`config.mk`:
```
export PLATFORM = sky130hd
export DESIGN_NAME = ir_frame_decoder
export DESIGN_NICKNAME = d
export VERILOG_FILES = /design/src/rtl/ir_frame_decoder.sv
export SDC_FILE = /design/constraint.sdc
export NUM_CORES = 1
export LEC_CHECK = 0
export CAP_MARGIN = 5
export CORE_ASPECT_RATIO = 0.5
export CORE_MARGIN = 5
export CORE_UTILIZATION = 60
export DETAILED_ROUTE_END_ITERATION = 8
export PLACE_DENSITY = 0.88
export SYNTH_ARGS = -nofsm -noshare
export SYNTH_HDL_FRONTEND = slang
export SYNTH_SLANG_ARGS = --single-unit
```
`constraint.sdc`:
```
create_clock -name clk_pll -period 5.9 [get_ports clk_pll]
set_input_delay 1.18 -clock clk_pll [delete_from_list [all_inputs] [get_ports clk_pll]]
set_output_delay 1.18 -clock clk_pll [all_outputs]
set_load 0.1 [all_outputs]
```
`src/rtl/ir_frame_decoder.sv`:
```
`default_nettype none
// ---------------------------------------------------------------------------
// ir_frame_decoder : IR remote frame receiver with colour-counter capture.
// Optional build macro IR_MAJORITY_EN enables 3-sample voting.  Rev 1.0
// ---------------------------------------------------------------------------
module ir_frame_decoder #(
  parameter int                    NBITS        = 3,
  parameter int                    FIRST_SAMPLE = 193,
  parameter int                    BIT_TICKS    = 41,
  parameter int                    READY_CYCLES = 4,
  parameter int                    REARM_TICKS  = 64,
  parameter int                    COLOR_W      = 2,
  parameter logic [(1<<NBITS)-1:0] VALID_MASK   = 8'h5E
) (
  input  logic               clk_pll,
  input  logic               reset,
  input  logic               IRDA_RXD,
  output logic [NBITS-1:0]   botao,
  output logic               ready,
  output logic               frame_err,
  output logic [COLOR_W-1:0] cor,
  output logic               busy
);

  localparam int c_max_a = (FIRST_SAMPLE > BIT_TICKS) ? FIRST_SAMPLE : BIT_TICKS;
  localparam int c_max_b = (REARM_TICKS > READY_CYCLES) ? REARM_TICKS : READY_CYCLES;
  localparam int c_max_t = (c_max_a > c_max_b) ? c_max_a : c_max_b;
  localparam int c_cnt_w = $clog2(c_max_t) + 1;
  localparam int c_idx_w = $clog2(NBITS) + 1;

  localparam logic [c_cnt_w-1:0] c_first_ld   = c_cnt_w'(FIRST_SAMPLE - 1);
  localparam logic [c_cnt_w-1:0] c_bit_ld     = c_cnt_w'(BIT_TICKS - 1);
  localparam logic [c_cnt_w-1:0] c_ready_ld   = c_cnt_w'(READY_CYCLES - 1);
  localparam logic [c_cnt_w-1:0] c_rearm_last = c_cnt_w'(REARM_TICKS - 1);
  localparam logic [c_idx_w-1:0] c_last_idx   = c_idx_w'(NBITS - 1);

  typedef enum logic [2:0] {
    ST_IDLE  = 3'd0,
    ST_ACQ   = 3'd1,
    ST_CHECK = 3'd2,
    ST_HOLD  = 3'd3,
    ST_REARM = 3'd4
  } state_t;

  state_t               state_q, state_d;
  logic [1:0]           sync_q;
  logic                 rxd_s;
  logic                 bit_s;
  logic                 start_s;
  logic [COLOR_W-1:0]   color_q;
  logic [c_cnt_w-1:0]   cnt_q, cnt_d;
  logic [c_cnt_w-1:0]   idle_q, idle_d;
  logic [c_idx_w-1:0]   idx_q, idx_d;
  logic [NBITS-1:0]     shreg_q, shreg_d;
  logic [NBITS-1:0]     botao_q, botao_d;
  logic                 ready_q, ready_d;
  logic                 err_q, err_d;
  logic [COLOR_W-1:0]   cor_q, cor_d;

  // Synchroniser resets to the idle-high level so reset release never looks like a start.
  always_ff @(posedge clk_pll) begin
    if (reset) begin
      sync_q <= 2'b11;
    end else begin
      sync_q <= {sync_q[0], IRDA_RXD};
    end
  end

  assign rxd_s = sync_q[1];

`ifdef IR_MAJORITY_EN
  logic [1:0] hist_q;

  always_ff @(posedge clk_pll) begin
    if (reset) begin
      hist_q <= 2'b11;
    end else begin
      hist_q <= {hist_q[0], rxd_s};
    end
  end

  assign bit_s   = (rxd_s & hist_q[0]) | (rxd_s & hist_q[1]) | (hist_q[0] & hist_q[1]);
  assign start_s = ~rxd_s & hist_q[0] & hist_q[1];
`else
  assign bit_s   = rxd_s;
  assign start_s = ~rxd_s;
`endif

  always_ff @(posedge clk_pll) begin
    if (reset) begin
      state_q <= ST_IDLE;
      color_q <= '0;
      cnt_q   <= '0;
      idle_q  <= '0;
      idx_q   <= '0;
      shreg_q <= '0;
      botao_q <= '0;
      ready_q <= 1'b0;
      err_q   <= 1'b0;
      cor_q   <= '0;
    end else begin
      state_q <= state_d;
      color_q <= color_q + 1'b1;
      cnt_q   <= cnt_d;
      idle_q  <= idle_d;
      idx_q   <= idx_d;
      shreg_q <= shreg_d;
      botao_q <= botao_d;
      ready_q <= ready_d;
      err_q   <= err_d;
      cor_q   <= cor_d;
    end
  end

  always_comb begin
    state_d = state_q;
    cnt_d   = cnt_q;
    idle_d  = idle_q;
    idx_d   = idx_q;
    shreg_d = shreg_q;
    botao_d = botao_q;
    ready_d = ready_q;
    err_d   = 1'b0;
    cor_d   = cor_q;
    case (state_q)
      ST_IDLE: begin
        if (start_s) begin
          cnt_d   = c_first_ld;
          idx_d   = '0;
          cor_d   = color_q;
          state_d = ST_ACQ;
        end
      end
      ST_ACQ: begin
        // Line level between sample points is deliberately ignored.
        if (cnt_q == '0) begin
          shreg_d = (shreg_q << 1) | NBITS'(bit_s);
          cnt_d   = c_bit_ld;
          idx_d   = idx_q + 1'b1;
          if (idx_q == c_last_idx) begin
            state_d = ST_CHECK;
          end
        end else begin
          cnt_d = cnt_q - 1'b1;
        end
      end
      ST_CHECK: begin
        idle_d = '0;
        if (VALID_MASK[shreg_q]) begin
          botao_d = shreg_q;
          ready_d = 1'b1;
          cnt_d   = c_ready_ld;
          state_d = ST_HOLD;
        end else begin
          err_d   = 1'b1;
          state_d = ST_REARM;
        end
      end
      ST_HOLD: begin
        if (cnt_q == '0) begin
          ready_d = 1'b0;
          idle_d  = '0;
          state_d = ST_REARM;
        end else begin
          cnt_d = cnt_q - 1'b1;
        end
      end
      ST_REARM: begin
        if (!rxd_s) begin
          idle_d = '0;
        end else if (idle_q == c_rearm_last) begin
          state_d = ST_IDLE;
        end else begin
          idle_d = idle_q + 1'b1;
        end
      end
      default: begin
        state_d = ST_IDLE;
      end
    endcase
  end

  assign botao     = botao_q;
  assign ready     = ready_q;
  assign frame_err = err_q;
  assign cor       = cor_q;
  assign busy      = (state_q != ST_IDLE);

endmodule
`default_nettype wire

```
== After elaboration in Yosys (flattened, before gate mapping) ==
Memories as Yosys holds them, arrays and structs flattened. A register that Yosys moved wholly into a read port is not among the register bits.
Index checks and enable logic that the tools add are counted.
Word-level totals
  register bits: 38
  memories kept: 1
  logic and storage cells: 78
  ROM bits: 8
  bits of input ports: 3
Memory list
  (no name shown): depth 8, width 1, rd ports 1, clocked after memory_dff 1, write ports 0, RTL line 149  | if (VALID_MASK[shreg_q]) begin
Cells by class
  order comparisons: 1
  eq/ne operators: 15
  $add $sub $neg: 4
  bitwise operators: 3
  reductions and logical operators: 16
  muxes and demuxes: 27
Operator list (number)
  $mux 9: 7
  $pmux 9 s4: 1
  $mux 3: 11
  $pmux 9 s3: 1
  $ne 2x2->1 const B: 8
  $pmux 3 s5: 1
  $add 9x1->9 const B: 1
  $eq 3x2->1 const B: 3
  $eq 9x6->1 const B: 1
  $logic_not 9->1: 1
  $reduce_and 3->1: 3
  $sub 9x1->9 const B: 1
  $pmux 3 s2: 1
  $reduce_and 2->1: 3
  $reduce_and 6->1: 1
  $reduce_bool 3->1: 2
  $lt 3x4->1 const B: 1
  $mux 1: 4
  $reduce_and 4->1: 1
  $reduce_bool 2->1: 2
  $reduce_bool 4->1: 1
  $add 3x1->3 const B: 1
  $eq 3x1->1 const B: 1
  $eq 3x3->1 const B: 1
  other kinds (7): 8

== Logic depth before layout (Yosys ltp) ==
  depth in word-level cells: 4
  gate-level depth with buffers: 9
  gate-level depth less buffers: 7

== Least setup slack after synthesis ==
Ideal clock, no wire load.
  path type: flip-flop to output port
  from: register state_q[0]
  to: output port busy
  data arrival time: 1.332 ns
  buffers on the path: 1
  path slack: 3.388 ns
  required time: 4.720 ns
  stages on the path, launching flop included: 3
  cells stage by stage: dfxtp_1 -> clkbuf_1 -> or3_1
On the way
  word-level cells in the longest chain between the ends: 1
RTL lines
  start, declared: RTL line 45  | state_t state_q, state_d;
  start signal, assigned: RTL line 102  | state_q <= state_d;
  $reduce_bool 3->1: RTL line 187  | assign busy = (state_q != ST_IDLE);
  end, declared: RTL line 22  | output logic busy
No other way between the ends.

== Final worst setup path ==
Same ends and word-level chain as after synthesis.

==> flow_summary.ini <==
[logic_synthesis]
synthFlopType = dfxtp_1
synth_edf_count = 0
ys_warn_count = 0
avgSynthCellArea_um2 = 8.39
synth_cell_types = 48
yosysTopAreaCellShare_pct = 39.1
syn-num-nets = 246
synth_area_um2 = 2000
synthCells = 238
synth_top_area_cell = dfxtp_1
ys_ff_latch = 39
async_reset_ff_share_pct = 0
synth-seq-area-share_pct = 39.1
ys_top_cells_by_area = dfxtp_1, a21oi_1, nor2_1, mux2i_1, nand2_1

[flow_run]
maxCapViolCount = 0

[global_route]
grt_pass1_wl_um = 7510
grt_util_all_layers_pct = 20.0
grt_pass1_vias = 1607
grt_start_max_net_pins = 36
grt_antenna_before_repair = 0
grt-ovfl-total = 0

[layout]
regArea_um2 = 781
n_antenna_cell = 0
fin_cells = 281
layout-drive-gt1-share_pct = 8.71
final_cell_mix = dfxtp_1, nor2_1, a21oi_1, nand2_1, o21ai_0
fin_nets = 248
final_common_cell = dfxtp_1
fillCellCount = 224
area_delta_synth_final_pct = 10.5
multiInputGateArea_um2 = 1100

[place]
place_congestion = 0.944
portBuffers = 10
dp.cells = 273
hpwlAfterDp_um = 2980

[route]
ant_nets = 0
vias_per_cell = 6.35
drt_pass1_iterations = 5
drt_iter0_drc = 210
vias = 1785
detail_route.wl_per_cell_um = 15.9
routed_wl_um = 4460
drc = 0

[clock_network]
cts_tree = built
cts.sinks = 39
post-cts-setup-buffers = 0
cts_hold_buf = 0
cts_buffers = 5
cts_root_buf = clkbuf_8
clkTransAtPathRegs_ps = 90
clkLatencyLatePin_ps = 300
cts-resized-gates = 0
htreeDepth = 2
clockBufferDepth = 2

[critical_path]
required_ps = 4720
end_kind = output port
crit_arrival_ps = 2420
crit_path_max_fanout = 21
cp-start-kind = flop
path_class = flop to output port

[pwr]
p_per_area_nw_per_um2 = 294
ir_worst_vdd_uv = 286
leakagePower_nw = 0.767

[timing]
fin_crit_sh_pct = 61.0
slew_violations = 0
hold_violations = 0
clock.fmax_ghz = 0.278
tns_ps = 0
tightest_slew_ps = 982
slew_headroom_pct = 34.3
finClkSkew_ps = 15.0
final-setup-viol-count = 0
min_period_ps = 3600
grt_setup_unrepaired = false

[floorplan]
die_height_um = 50.8
rows = 14
die_w_um = 91.6
ios = 11
initial_core_util_pct = 64.4
dieArea_um2 = 4650
coreArea_um2 = 3100

[run_status]
status = completed

[worst_hold_path]
min_path_type = flop to flop
## per-stage QoR
stage | util [%] | worst slack, ps | hold slack (ps) | power [W] | instance area, um2
2_1_floorplan | - | 3390 | 389 | 0.000374 | 2000
3_3_place_gp | 66.9 | 2670 | 395 | 0.000386 | 2070
3_5_place_dp | 66.9 | 2650 | 401 | 0.000388 | 2070
4_1_cts | 71.1 | 2320 | 417 | 0.000650 | 2210
5_1_grt | 71.1 | 2230 | 445 | 0.000676 | 2210
6_report | 71.1 | 2300 | 414 | 0.000648 | 2210
## sequential cells by signal, indices dropped and copies added (netlist names), 2 cells and up, named ones only
signal   count
sync_q       2
color_q      2
idx_q        3
shreg_q      3
botao        3
cor          2
idle_q       9
state_q      3
cnt_q        9
## final timing paths
| kind | from | end | slack, ps | cells after the start |
|---|---|---|---|---|
| worst max register to register | cnt_q[0] | idle_q[1] | 3390 | 7 |
| worst min register to register | sync_q[0] | sync_q[1] | 410 | 1 |
| worst min-delay path | sync_q[0] | sync_q[1] | 410 | 1 |
| worst max-delay path | state_q[0] | busy | 2300 | 2 |
## synthesized netlist by cell type (2+ instances only)
| library cell | n |
|---|---|
| dfxtp_1 | 39 |
| nor2_1 | 23 |
| a21oi_1 | 22 |
| nand2_1 | 19 |
| o21ai_0 | 14 |
| nor3_1 | 12 |
| clkbuf_1 | 9 |
| inv_1 | 8 |
| mux2i_1 | 8 |
| or3b_2 | 7 |
| nand3_1 | 6 |
| o31ai_1 | 6 |
| ha_1 | 5 |
| nor4b_1 | 4 |
| or4_1 | 4 |
| a211oi_1 | 3 |
| a31oi_1 | 3 |
| and3_1 | 3 |
| nor4_1 | 3 |
| xnor2_1 | 3 |
| a32o_1 | 2 |
| buf_1 | 2 |
| buf_2 | 2 |
| buf_6 | 2 |
| nand2b_1 | 2 |
| nor2b_1 | 2 |
| o21a_1 | 2 |
| or2_2 | 2 |
| or4b_1 | 2 |
## cell type report
class	instances	area share (%)
Clock buffer	6	3.29
Clock inverter	2	2.72
Inverter	8	1.36
Multi-Input combinational cell	175	50.1
Sequential cell	39	35.4
Tap cell	40	2.27
Timing Repair Buffer	11	4.88
## logic make-up (layout without fill, tap and decap cells)
kind of cell	count (synthesis)	in the layout	share of synthesized area, %
AO/OA/AOI/OAI	61	61	19.0
XOR/XNOR	4	4	1.75
adder cells (fa/ha/maj)	5	5	3.13
buffers and inverters	24	27	5.58
flip-flops	39	39	39.1
multiplexers	8	8	4.01
AND/OR/NAND/NOR	97	97	27.4
## power by group
part | internal [W] | switching [W] | total (W)
registers | 0.000273 | 0.0000133 | 0.000286
clock network | 0.000169 | 0.0000945 | 0.000264
logic | 0.0000348 | 0.0000635 | 0.0000982
total | 0.000477 | 0.000171 | 0.000648
## routing by layer
layer | track usage (%) | part of all wire [%]
met1 | 26.2 | 47
met2 | 31.7 | 46
met3 | 5.22 | 5.9
met4 | 8.25 | 1.4
met5 | 0 | 0
## critical path, cell delays in order (launching register included)
cell	delay, ps
dfxtp_1	760
or3_1	230
clkdlybuf4s50_1	1130
Power figures use the tool's default switching activity.
